## src/rtl/pair_add_pkg.sv

```systemverilog
// Shared widths, FSM state encoding and the reference Q9.7 pair-sum for the pair-add sequencer.
package pair_add_pkg;

    localparam int Q88_W = 16;
    localparam int Q97_W = 16;
    localparam int LAT_W = 4;

    typedef enum logic [1:0] {
        GET_A,
        GET_B,
        ISSUE,
        WAIT
    } state_t;

    // 17-bit signed sum halved, so the Q9.7 result can never overflow.
    function automatic logic [Q97_W-1:0] expected_sum(
        input logic signed [Q88_W-1:0] a,
        input logic signed [Q88_W-1:0] b
    );
        logic signed [Q88_W:0] sum;
        sum = (Q88_W+1)'(a) + (Q88_W+1)'(b);
        return Q97_W'(sum >>> 1);
    endfunction

endpackage

```

## src/rtl/pair_add_sequencer_sync_fifo.sv

```systemverilog
// First-word-fall-through synchronous FIFO; the head entry is always visible on rd_data_o.
module sync_fifo #(
    parameter int DEPTH  = 4,
    parameter int DATA_W = 16
) (
    input  logic                     clk_i,
    input  logic                     rst_i,
    input  logic                     wr_en_i,
    input  logic [DATA_W-1:0]        wr_data_i,
    input  logic                     rd_en_i,
    output logic [DATA_W-1:0]        rd_data_o,
    output logic                     full_o,
    output logic                     empty_o,
    output logic [$clog2(DEPTH):0]   count_o
);

    localparam int AW = $clog2(DEPTH);

    logic [DATA_W-1:0] mem_q [DEPTH];
    logic [AW-1:0]     wr_ptr_q;
    logic [AW-1:0]     rd_ptr_q;
    logic [AW:0]       count_q;
    logic              do_wr;
    logic              do_rd;

    assign full_o    = (count_q == (AW+1)'(DEPTH));
    assign empty_o   = (count_q == '0);
    assign count_o   = count_q;
    assign rd_data_o = mem_q[rd_ptr_q];
    assign do_wr     = wr_en_i && !full_o;
    assign do_rd     = rd_en_i && !empty_o;

    // Pointers wrap naturally because DEPTH is a power of two.
    always_ff @(posedge clk_i or posedge rst_i) begin
        if (rst_i) begin
            for (int i = 0; i < DEPTH; i++) begin
                mem_q[i] <= '0;
            end
            wr_ptr_q <= '0;
            rd_ptr_q <= '0;
            count_q  <= '0;
        end else begin
            if (do_wr) begin
                mem_q[wr_ptr_q] <= wr_data_i;
                wr_ptr_q        <= wr_ptr_q + AW'(1);
            end
            if (do_rd) begin
                rd_ptr_q <= rd_ptr_q + AW'(1);
            end
            case ({do_wr, do_rd})
                2'b10:   count_q <= count_q + (AW+1)'(1);
                2'b01:   count_q <= count_q - (AW+1)'(1);
                default: count_q <= count_q;
            endcase
        end
    end

endmodule

```

## src/rtl/pair_add_sequencer.sv

```systemverilog
// Groups Q8.8 samples into (A,B) pairs, pulses the external adder and queues its Q9.7 sums.
// Optional macro PAIR_SUM_CHECK_EN adds a sticky comparator against the expected sum.
module pair_add_sequencer
    import pair_add_pkg::*;
#(
    parameter int ADD_LATENCY = 2,
    parameter int FIFO_DEPTH  = 4
) (
    input  logic        clk,
    input  logic        reset,
    input  logic [15:0] s_data,
    input  logic        s_valid,
    output logic        s_ready,
    output logic [15:0] add_a,
    output logic [15:0] add_b,
    output logic        add_en,
    input  logic [15:0] add_sum,
    output logic [15:0] m_data,
    output logic        m_valid,
    input  logic        m_ready,
    output logic        err_mismatch
);

    localparam int CNT_W = $clog2(FIFO_DEPTH) + 1;

    state_t                  state_q, state_d;
    logic signed [Q88_W-1:0] a_q, a_d;
    logic signed [Q88_W-1:0] b_q, b_d;
    logic [LAT_W-1:0]        lat_q, lat_d;
    logic                    ready_st;
    logic                    capture;
    logic                    fifo_full;
    logic                    fifo_empty;
    logic [CNT_W-1:0]        fifo_count;

    always_ff @(posedge clk or posedge reset) begin
        if (reset) begin
            state_q <= GET_A;
            a_q     <= '0;
            b_q     <= '0;
            lat_q   <= '0;
        end else begin
            state_q <= state_d;
            a_q     <= a_d;
            b_q     <= b_d;
            lat_q   <= lat_d;
        end
    end

    always_comb begin
        state_d  = state_q;
        a_d      = a_q;
        b_d      = b_q;
        lat_d    = lat_q;
        ready_st = 1'b0;
        add_en   = 1'b0;
        capture  = 1'b0;
        case (state_q)
            GET_A: begin
                ready_st = 1'b1;
                if (s_valid) begin
                    a_d     = s_data;
                    state_d = GET_B;
                end
            end
            GET_B: begin
                ready_st = 1'b1;
                if (s_valid) begin
                    b_d     = s_data;
                    state_d = ISSUE;
                end
            end
            ISSUE: begin
                // Only issue when the result is guaranteed a FIFO slot on return.
                if (fifo_count < CNT_W'(FIFO_DEPTH)) begin
                    add_en  = 1'b1;
                    lat_d   = LAT_W'(ADD_LATENCY);
                    state_d = WAIT;
                end
            end
            WAIT: begin
                lat_d = lat_q - LAT_W'(1);
                if (lat_q == LAT_W'(1)) begin
                    capture = 1'b1;
                    state_d = GET_A;
                end
            end
            default: state_d = GET_A;
        endcase
    end

    // Ready is masked while reset is held so nothing is accepted before release.
    assign s_ready = ready_st & ~reset;
    assign add_a   = a_q;
    assign add_b   = b_q;
    assign m_valid = ~fifo_empty;

    sync_fifo #(
        .DEPTH  (FIFO_DEPTH),
        .DATA_W (Q97_W)
    ) u_fifo (
        .clk_i     (clk),
        .rst_i     (reset),
        .wr_en_i   (capture & ~fifo_full),
        .wr_data_i (add_sum),
        .rd_en_i   (m_ready),
        .rd_data_o (m_data),
        .full_o    (fifo_full),
        .empty_o   (fifo_empty),
        .count_o   (fifo_count)
    );

`ifdef PAIR_SUM_CHECK_EN
    logic err_q, err_d;

    always_comb begin
        err_d = err_q;
        if (capture && (add_sum != expected_sum(a_q, b_q))) begin
            err_d = 1'b1;
        end
    end

    always_ff @(posedge clk or posedge reset) begin
        if (reset) begin
            err_q <= 1'b0;
        end else begin
            err_q <= err_d;
        end
    end

    assign err_mismatch = err_q;
`else
    assign err_mismatch = 1'b0;
`endif

endmodule

```

## config.mk

```make
export PLATFORM = sky130hd
export DESIGN_NAME = pair_add_sequencer
export DESIGN_NICKNAME = d
export VERILOG_FILES = /design/src/rtl/pair_add_pkg.sv /design/src/rtl/pair_add_sequencer_sync_fifo.sv /design/src/rtl/pair_add_sequencer.sv
export SDC_FILE = /design/constraint.sdc
export NUM_CORES = 1
export LEC_CHECK = 0
export ABC_AREA = 1
export ABC_CLOCK_PERIOD_IN_PS = 3630
export BUFFER_PORTS_ARGS = -buffer_cell sky130_fd_sc_hd__buf_2
export CAP_MARGIN = 30
export CORE_MARGIN = 5
export CORE_UTILIZATION = 58
export CTS_BUF_LIST = sky130_fd_sc_hd__clkbuf_4 sky130_fd_sc_hd__clkbuf_8
export DETAILED_ROUTE_END_ITERATION = 6
export PLACE_DENSITY = 0.82
export SYNTH_ARGS = -nofsm -noshare
export SYNTH_HDL_FRONTEND = slang
export SYNTH_SLANG_ARGS = --single-unit
```

## constraint.sdc

```tcl
create_clock -name clk -period 3.63 [get_ports clk]
set_input_delay 0.363 -clock clk [delete_from_list [all_inputs] [get_ports clk]]
set_output_delay 0.363 -clock clk [all_outputs]
set_load 0.005 [all_outputs]
```

==> metrics.yaml, run 1 <==
setup_path:
  cp-end-kind: "primary output"
  worstPathRequired_ps: 3270
  critPathLaunchType: "flop"
  cp_max_fo: 34
  crit_start: "u_fifo.rd_ptr_q[0]"
  crit_cells: 5
  r2r_slack_ps: 1450
  worstRegToRegCells: 4
  cp-endpoint: "m_data[7]"
  path_delay_family: "buffers and inverters"
  crit_type: "reg -> out"
  path_cells: "buf_4, inv_2, nor2_1, o22ai_1, buf_2"
  path_buf_inv: 3
  cp_data_arrival_time_ps: 2010
  slowest_delay_ps: 510
  timing.rr.end: "u_fifo.mem_q[2]"
  reg2reg_from: "u_fifo.wr_ptr_q[0]"
  slowest_stage: "inv_2"
logic_synthesis:
  yosys.area.top_type: "dfrtp_1"
  synth-xor-area-share_pct: 0.7025
  yosysMostFrequentCell: "nand2_1"
  syn_nets: 640
  ys_seq_area_share_pct: 54.69
  synthAdderAreaFrac_pct: 3.161
  yosysUniqueCellTypes: 26
  synth_top_family_by_area: "simple AND/OR/NAND/NOR gates"
  synth_edf_count: 0
  synthSimpleGateAreaFrac_pct: 26.17
  netlist_top_cells_count: "189 x nand2_1, 109 x dfrtp_1, 70 x nand3_1"
  ys_warn_count: 0
  synth_compound_area_share_pct: 9.182
  yosys_register_bits: 109
  async_flop_share_pct: 100.0
  syn-cell-area_um2: 4987
  synthMuxAreaShare_pct: 0
  yosys-top-cells-area: "dfrtp_1 55%, nand2_1 14%, nand3_1 7.0%"
  synth_cells: 592
  synth_top_area_share_pct: 54.69
  syn_avg_cell_area_um2: 8.424
  ys.flop_type: "dfrtp_1"
global_route:
  grt_first_pass_wirelength_um: 19260
  antenna_found_initial: 0
  grt_overflow: 0
  grt_max_degree: 68
  grt_pass1_vias: 4211
  grt_usage_pct: 22.94
timing:
  rsz0062_at_grt: "no"
  skew_ps: 14.14
  timing.final.hold_violations: 0
  maxSlewViolCount: 0
  relSlewSlack_pct: 39.64
  worst_pin_slew_ps: 903.3
  finalCritPeriodShare_pct: 65.38
  setup-violations-final: 0
  period_minus_slack_ps: 2373
  fin_tns_setup_ps: 0
  max_freq_mhz: 421.4
power:
  ir_drop_mv: 0.4963
  switching_share_pct: 40.92
  p_comb_share_pct: 39.9
  leakage_nw: 2.845
  p_total_mw: 4.500
  clkPwrFrac_pct: 16.9
  internal_power_mw: 2.659
  power.density_nw_per_um2: 797.1
  pwr-share-seq_pct: 43.2
  power_switching_mw: 1.841
die:
  design.core.area_um2: 8299
  die_w_um: 102.7
  dieArea_um2: 10550
  die_h_um: 102.7
  rows: 33
  pin_count: 88
  start_util_pct: 60.09
route:
  drc: 0
  dr_total_vias: 4185
  ant_nets: 0
  routed_wl_um: 11430
  wl_per_cell_um: 14.86
  drt-pass1-iter-count: 5
  drtIter0Drc: 279
  drt-vias-per-instance: 5.442
status:
  status: "finished, final reports clean"
placement:
  place_inst: 753
  postPlaceCellArea_um2: 5440
  place.gp.congestion: 0.7885
  io_buffers: 86
  dp_hpwl_um: 7530
clock_network:
  numCtsBuffers: 9
  cts_tree: "yes"
  clkTransAtPathRegs_ps: 110
  htreeDepth: 3
  cts_setup_buffers: 0
  cts_max_path_buffers: 2
  cts.sinks: 109
  clk_latency_ps: 370
  ctsResizeCount: 0
  root_buffer: "clkbuf_8"
  cts-hold-fix-buffers: 0
cells_and_area:
  fin_cells: 769
  synthToLayoutAreaGrowth_pct: 13.20
  nets: 707
  multi_input_area_um2: 1959
  drive_gt1_share_pct: 18.37
  fillers: 686
  design_area_um2: 5645
  register_area_um2: 2728
  num_antenna_cells: 0
flow_run:
  maxCapViolations: 0
min_path:
  hp-class: "in -> async"
-- power by group through the flow --
stage               Sequential, mW  Clock, mW  Combinational [mW]
finish                        1.94      0.762                1.80
floorplan                     1.91          0                1.17
CTS                           1.94      0.779                1.82
global placement              1.94          0                1.74
detailed placement            1.95          0                1.81
global route                  2.00      0.818                2.06
-- metrics by stage --
stage | worst slack, ps | util, % | hold WS [ps]
final | 1257 | 68.02 | 47.87
after global routing | 1107 | 68.02 | 77.02
after CTS | 1246 | 68.02 | 43.41
after detailed placement | 1440 | 65.55 | 456.8
after global placement | 1562 | 65.22 | 449.1
after floorplan | 393.1 | - | 436.6
-- state kept, by name, indices dropped and copies added (netlist names) --
name,flops
u_fifo.rd_ptr_q,2
state_q,2
lat_q,4
u_fifo.wr_ptr_q,2
add_b,16
add_a,16
u_fifo.mem_q,64
u_fifo.count_o,3
-- cell families after synthesis --
logic type               after synthesis
XOR/XNOR                               4
AND/OR/NAND/NOR                      309
AO/OA/AOI/OAI                         87
buffers and inverters                 70
other                                  1
flip-flops                           109
adder cells (fa/ha/maj)               12
-- worst register-to-register path, cell delays in order (launching register included) --
cell and delay, ps:
dfrtp_1 410, ha_1 720, nand4_2 640, nand2_1 240, nand2_1 70
-- final cells by class --
| type | count | share of cell area [%] |
|---|---|---|
| clock buffer | 9 | 2.194 |
| clock inverter | 7 | 1.441 |
| inverter | 35 | 2.371 |
| multi-input combinational | 413 | 34.71 |
| sequential | 109 | 48.32 |
| tap | 105 | 2.327 |
| timing repair buffer | 91 | 8.644 |
-- layer usage --
metal / track usage, % / up-vias / wire length, µm
li1: - / 2041 / -
met3: 7.240 / 7 / 1056
met2: 38.43 / 165 / 5539
met4: 4.980 / 0 / 91
met1: 29.52 / 1972 / 4740
met5: 0 / - / 0
-- worst min-delay path by stage --
stage | startpoint | to | slack, ps | depth (start not counted)
6_report | reset | add_b[0] | 50 | 2
5_1_grt | reset | add_b[14] | 80 | 2
4_1_cts | reset | add_b[0] | 40 | 2
3_3_place_gp | u_fifo.mem_q[47] | u_fifo.mem_q[47] | 450 | 2
3_5_place_dp | reset | add_a[2] | 460 | 2
2_1_floorplan | u_fifo.mem_q[16] | u_fifo.mem_q[16] | 440 | 2
-- layout by cell type (no fill, tap or decap), drive strengths merged --
| cell type | netlist | layout |
|---|---|---|
| nor2 | 41 | 41 |
| clkinv | 0 | 1 |
| ha | 11 | 11 |
| clkinvlp | 0 | 2 |
| inv | 35 | 38 |
| or2 | 1 | 1 |
| bufinv | 0 | 1 |
| conb | 1 | 1 |
| dfrtp | 109 | 109 |
| xnor2 | 1 | 1 |
| nand3 | 70 | 70 |
| fa | 1 | 1 |
| o21bai | 1 | 1 |
| nand4 | 7 | 7 |
| nand2 | 190 | 190 |
| xor2 | 3 | 3 |
| o22ai | 16 | 16 |
| buf | 18 | 91 |
| o21ai | 70 | 70 |
| clkbuf | 17 | 9 |
Note: power is estimated with default switching activity, not from simulation.
==> inputs of run 2 (changes only) <==
Settings changed: ABC_CLOCK_PERIOD_IN_PS 3630 to 2200.
Clock period 3.63 ns to 2.2 ns, I/O delays scaled along.
==> run 2 against run 1 <==
Power rose by 68%; core utilization up 1.2 points; critical endpoint unchanged; sequential power increased by 66%; critical path type unchanged; sequential share of layout area decreased by 0.85 points; final cell count increased by 1.4%.
==> metrics.yaml, run 2 (synthesized netlist as in run 1, its figures left out) <==
status:
  status: "finished, final reports clean"
die:
  rows: 33
  pin_count: 88
  design.core.area_um2: 8299
  die_h_um: 102.7
  start_util_pct: 60.09
  dieArea_um2: 10550
  die_w_um: 102.7
cells_and_area:
  num_antenna_cells: 0
  nets: 718
  mostFrequentLayoutCells: "189 x nand2_1, 109 x dfrtp_1, 86 x buf_2"
  drive_gt1_share_pct: 19.56
  fin_cells: 780
  fillers: 680
  layout_commonest_cell: "nand2_1"
  top_register: "u_fifo.mem_q"
  synthToLayoutAreaGrowth_pct: 15.23
  design_area_um2: 5747
  largest_reg_flops: 64
setup_path:
  slowest_delay_ps: 630
  critPathLaunchType: "flop"
  cp-end-kind: "primary output"
  crit_type: "reg -> out"
  worstRegToRegCells: 12
  cp_data_arrival_time_ps: 1900
  r2r_slack_ps: 300
  path_cells: "inv_2, o21ai_1, o22ai_1, buf_2"
  timing.rr.end: "u_fifo.count_o[2]"
  cp_max_fo: 18
  worstPathRequired_ps: 1980
  reg2reg_from: "u_fifo.count_o[1]"
  slowest_stage: "dfrtp_1"
route:
  wl_met3_um: 1152
  dr_total_vias: 4305
  drc: 0
  drtIter0Drc: 237
  ant_nets: 0
  drt-vias-per-instance: 5.519
  top_layer_used: "met5"
  wl_per_cell_um: 15.46
  wl_met2_um: 5860
  routed_wl_um: 12060
  drt-pass1-iter-count: 5
  m1WireLength_um: 4889
timing:
  relSlewSlack_pct: 53.47
  period_minus_slack_ps: 2123
  fin_tns_setup_ps: 0
  timing.final.hold_violations: 0
  finalCritPeriodShare_pct: 96.48
  max_freq_mhz: 471.1
  skew_ps: 10.23
  maxSlewViolCount: 0
  setup-violations-final: 0
  rsz0062_at_grt: "no"
  worst_pin_slew_ps: 696.5
clock_network:
  ctsResizeCount: 0
  cts.sinks: 109
  cts_max_path_buffers: 2
  cts-hold-fix-buffers: 1
  cts_tree: "yes"
  htreeDepth: 3
  clk_latency_ps: 370
  root_buffer: "clkbuf_8"
  numCtsBuffers: 9
  clkTransAtPathRegs_ps: 110
  cts_setup_buffers: 0
power:
  leakage_nw: 2.898
  ir_drop_mv: 0.6443
  power.density_nw_per_um2: 1319
global_route:
  grt_pass1_vias: 4304
  antenna_found_initial: 1
  grt_overflow: 0
  grt_usage_pct: 24.46
  grt_max_degree: 68
  grt_first_pass_wirelength_um: 20290
min_path:
  min_to: "add_b[10]"
  worstHoldStart: "s_data[10]"
  hp-class: "in -> reg"
  hold_depth: 3
placement:
  postPlaceCellArea_um2: 5534
  io_buffers: 86
  place_inst: 763
  place.gp.congestion: 0.8347
  dp_hpwl_um: 7956
flow_run:
  maxCapViolations: 0
-- run 2: cell types whose count changed in the layout (fill, tap and decap cells not counted) --
cell and change:
buf_12 +3, buf_16 -1, buf_4 +8, clkinvlp_4 +1
dlygate4sd3_1 +1, inv_4 -1, inv_6 +1, inv_8 -1
-- run 2: area by class of cell --
cell class,count,area (µm²),share of cell area [%]
inverters,35,135.1,2.351
clock buffers,9,123.9,2.155
clock inverters,7,78.83,1.372
well taps,105,131.4,2.286
multi-input cells,413,1959,34.10
repair buffers,102,590.6,10.28
flip-flops and latches,109,2728,47.46
-- run 2: how the worst max path moves through the flow --
stage                       start           endpoint  slack (ps)  depth (start not counted)
6_report       u_fifo.rd_ptr_q[1]          m_data[7]          80                          4
5_1_grt        u_fifo.rd_ptr_q[1]          m_data[7]           4                          4
4_1_cts        u_fifo.rd_ptr_q[1]          m_data[7]          90                          4
3_5_place_dp    u_fifo.count_o[1]  u_fifo.count_o[2]         320                         12
3_3_place_gp    u_fifo.count_o[1]  u_fifo.count_o[2]         360                         12
2_1_floorplan   u_fifo.count_o[1]  u_fifo.count_o[2]         300                         13
-- run 2: metrics by stage --
stage / hold slack, ps / power [mW] / utilization (%) / worst slack, ps
after CTS: 80.09 / 7.633 / 69.24 / 87.25
after detailed placement: 369.4 / 6.375 / 66.68 / 318.4
after global routing: 86.02 / 8.203 / 69.24 / 4.166
final: 95.56 / 7.579 / 69.24 / 77.37
after global placement: 366.0 / 6.208 / 66.68 / 364.6
after floorplan: 364.5 / 5.091 / - / 299.7
-- run 2: metal layers --
| metal | track usage [%] | vias to the layer above |
|---|---|---|
| li1 | - | 2072 |
| met1 | 31.06 | 2029 |
| met2 | 40.96 | 184 |
| met3 | 7.442 | 18 |
| met4 | 6.773 | 2 |
| met5 | 0 | - |
-- run 2: worst max-delay path, delay by kind of cell, from the launching register on --
family	cells	cell delay [ps]
AOI/OAI and AO/OA	2	340
buffers and inverters	2	560
DFF	1	630
-- run 2: report_power, final --
part | internal (mW) | switching, mW | total [mW]
Clock | 0.541 | 0.703 | 1.24
Sequential | 2.73 | 0.497 | 3.23
Combinational | 1.21 | 1.90 | 3.11
==> inputs of run 3 (changes only) <==
Settings changed: CORE_MARGIN 5 to unset, RECOVER_POWER set to 25.
==> run 3 against run 2 <==
Global-route usage up 2.7 points; critical path depth stayed put; hold slack got worse by 4.8 ps; combinational power fell by 3%; die area shrank 15%; final cell count stayed put; count of clock-buffer cells in the layout is 1 higher; critical endpoint is now m_data[9]; highest routed layer is now met4; sequential share of layout area rose by 0.41 points.
==> metrics.yaml, run 3 (synthesized netlist as in run 1, its figures left out) <==
placement:
  dp_hpwl_um: 7512
  postPlaceCellArea_um2: 5522
  place.gp.congestion: 0.7782
  place_inst: 763
  io_buffers: 86
power:
  power.density_nw_per_um2: 1301
  switching_share_pct: 41.45
  pwr-share-seq_pct: 43.7
  power_switching_mw: 3.073
  p_comb_share_pct: 40.6
  ir_drop_mv: 0.7079
  internal_power_mw: 4.342
  clkPwrFrac_pct: 15.7
  leakage_nw: 2.822
die:
  rows: 33
  die_h_um: 94.73
  pin_count: 88
  design.core.area_um2: 8258
  dieArea_um2: 8974
  start_util_pct: 60.39
  die_w_um: 94.73
setup_path:
  crit_type: "reg -> out"
  r2r_slack_ps: 270
  slowest_stage: "dfrtp_1"
  worstPathRequired_ps: 1980
  cp_data_arrival_time_ps: 1840
  path_cells: "buf_4, o21ai_0, o22ai_1, buf_2"
  slowest_delay_ps: 630
  cp_max_fo: 21
  critPathLaunchType: "flop"
  cp-end-kind: "primary output"
clock_network:
  cts.sinks: 109
  htreeDepth: 3
  cts_tree: "yes"
  numCtsBuffers: 9
  clk_latency_ps: 380
  clkTransAtPathRegs_ps: 110
  cts_max_path_buffers: 2
  root_buffer: "clkbuf_8"
  cts_setup_buffers: 0
cells_and_area:
  fin_cells: 780
  largest_reg_flops: 64
  top_register: "u_fifo.mem_q"
  multi_input_area_um2: 1959
  design_area_um2: 5700
  layout_commonest_cell: "nand2_1"
  drive_gt1_share_pct: 16.74
  fillers: 662
  nets: 718
  mostFrequentLayoutCells: "189 x nand2_1, 108 x dfrtp_1, 70 x nand3_1"
  register_area_um2: 2729
  fin_util_pct: 69.03
  num_antenna_cells: 0
  synthToLayoutAreaGrowth_pct: 14.30
flow_run:
  maxCapViolations: 0
route:
  routed_wl_um: 11490
  drc: 0
  wl_per_cell_um: 14.73
  drt-pass1-iter-count: 5
  ant_nets: 0
  drtIter0Drc: 274
  dr_total_vias: 4270
  drt-vias-per-instance: 5.474
status:
  status: "finished, final reports clean"
timing:
  skew_ps: 14.34
  timing.final.hold_violations: 0
  period_minus_slack_ps: 2056
  rsz0062_at_grt: "no"
  finalCritPeriodShare_pct: 93.45
  max_freq_mhz: 486.4
  setup-violations-final: 0
  maxSlewViolCount: 0
  relSlewSlack_pct: 16.73
  worst_pin_slew_ps: 1242
  fin_tns_setup_ps: 0
global_route:
  grt_first_pass_wirelength_um: 18670
  grt_usage_pct: 27.11
  antenna_found_initial: 0
  grt_overflow: 0
  grt_pass1_vias: 4017
  grt_max_degree: 68
min_path:
  hp-class: "in -> reg"
run 3: changes by cell type in the layout (fill, tap and decap cells not counted), moves of 2 or more:
| cell | change |
|---|---|
| clkbuf_1 | +20 |
| clkinvlp_4 | -2 |
| clkinv_4 | +3 |
| buf_2 | -20 |
run 3: metrics by stage:
stage	power (mW)	hold WS (ps)	worst slack (ps)
finish	7.415	90.75	144.1
global placement	6.148	327.9	368.4
detailed placement	6.320	338.9	283.3
global route	8.003	91.71	11.00
floorplan	5.091	364.5	299.7
CTS	7.491	82.70	111.5
run 3: layer usage:
metal	global-route usage, %	routed length [µm]
met1	34.89	4851
met2	46.28	5661
met3	5.717	812
met4	7.702	163
met5	0	0
run 3: timing repair:
item / CTS / global route
endpoints found under the hold margin: 27 / 0
endpoints found under the setup margin: 0 / 2
resized for setup: 0 / 2
hold buffers: 1 / 0
run 3: worst max-delay path, delay by kind of cell (launching register included):
family                 cells  cell delay (ps)
AO/OA/AOI/OAI              2              330
flip-flops                 1              630
buffers and inverters      2              500
run 3: area by class of cell:
| cell class | instances | area share (%) |
|---|---|---|
| Multi-Input combinational cell | 413 | 34.37 |
| Inverter | 35 | 2.349 |
| Sequential cell | 109 | 47.87 |
| Tap cell | 105 | 2.305 |
| Clock buffer | 10 | 2.414 |
| Clock inverter | 6 | 1.032 |
| Timing Repair Buffer | 102 | 9.658 |
run 3: final timing paths:
kind	start	to	depth (start not counted)
max in group asynchronous	reset	u_fifo.mem_q[33]	4
worst max register to register	u_fifo.count_o[0]	u_fifo.count_o[2]	12
min in group asynchronous	reset	add_b[1]	3
worst min-delay path	s_data[6]	add_a[6]	3
worst min register to register	u_fifo.mem_q[18]	u_fifo.mem_q[18]	2
worst max-delay path	u_fifo.rd_ptr_q[0]	m_data[9]	4
run 3: power by group through the flow:
stage / registers [mW] / clock network [mW] / logic [mW]
floorplan: 3.15 / 0 / 1.94
global placement: 3.22 / 0 / 2.93
detailed placement: 3.25 / 0 / 3.07
CTS: 3.22 / 1.19 / 3.08
global route: 3.33 / 1.27 / 3.40
finish: 3.24 / 1.17 / 3.01
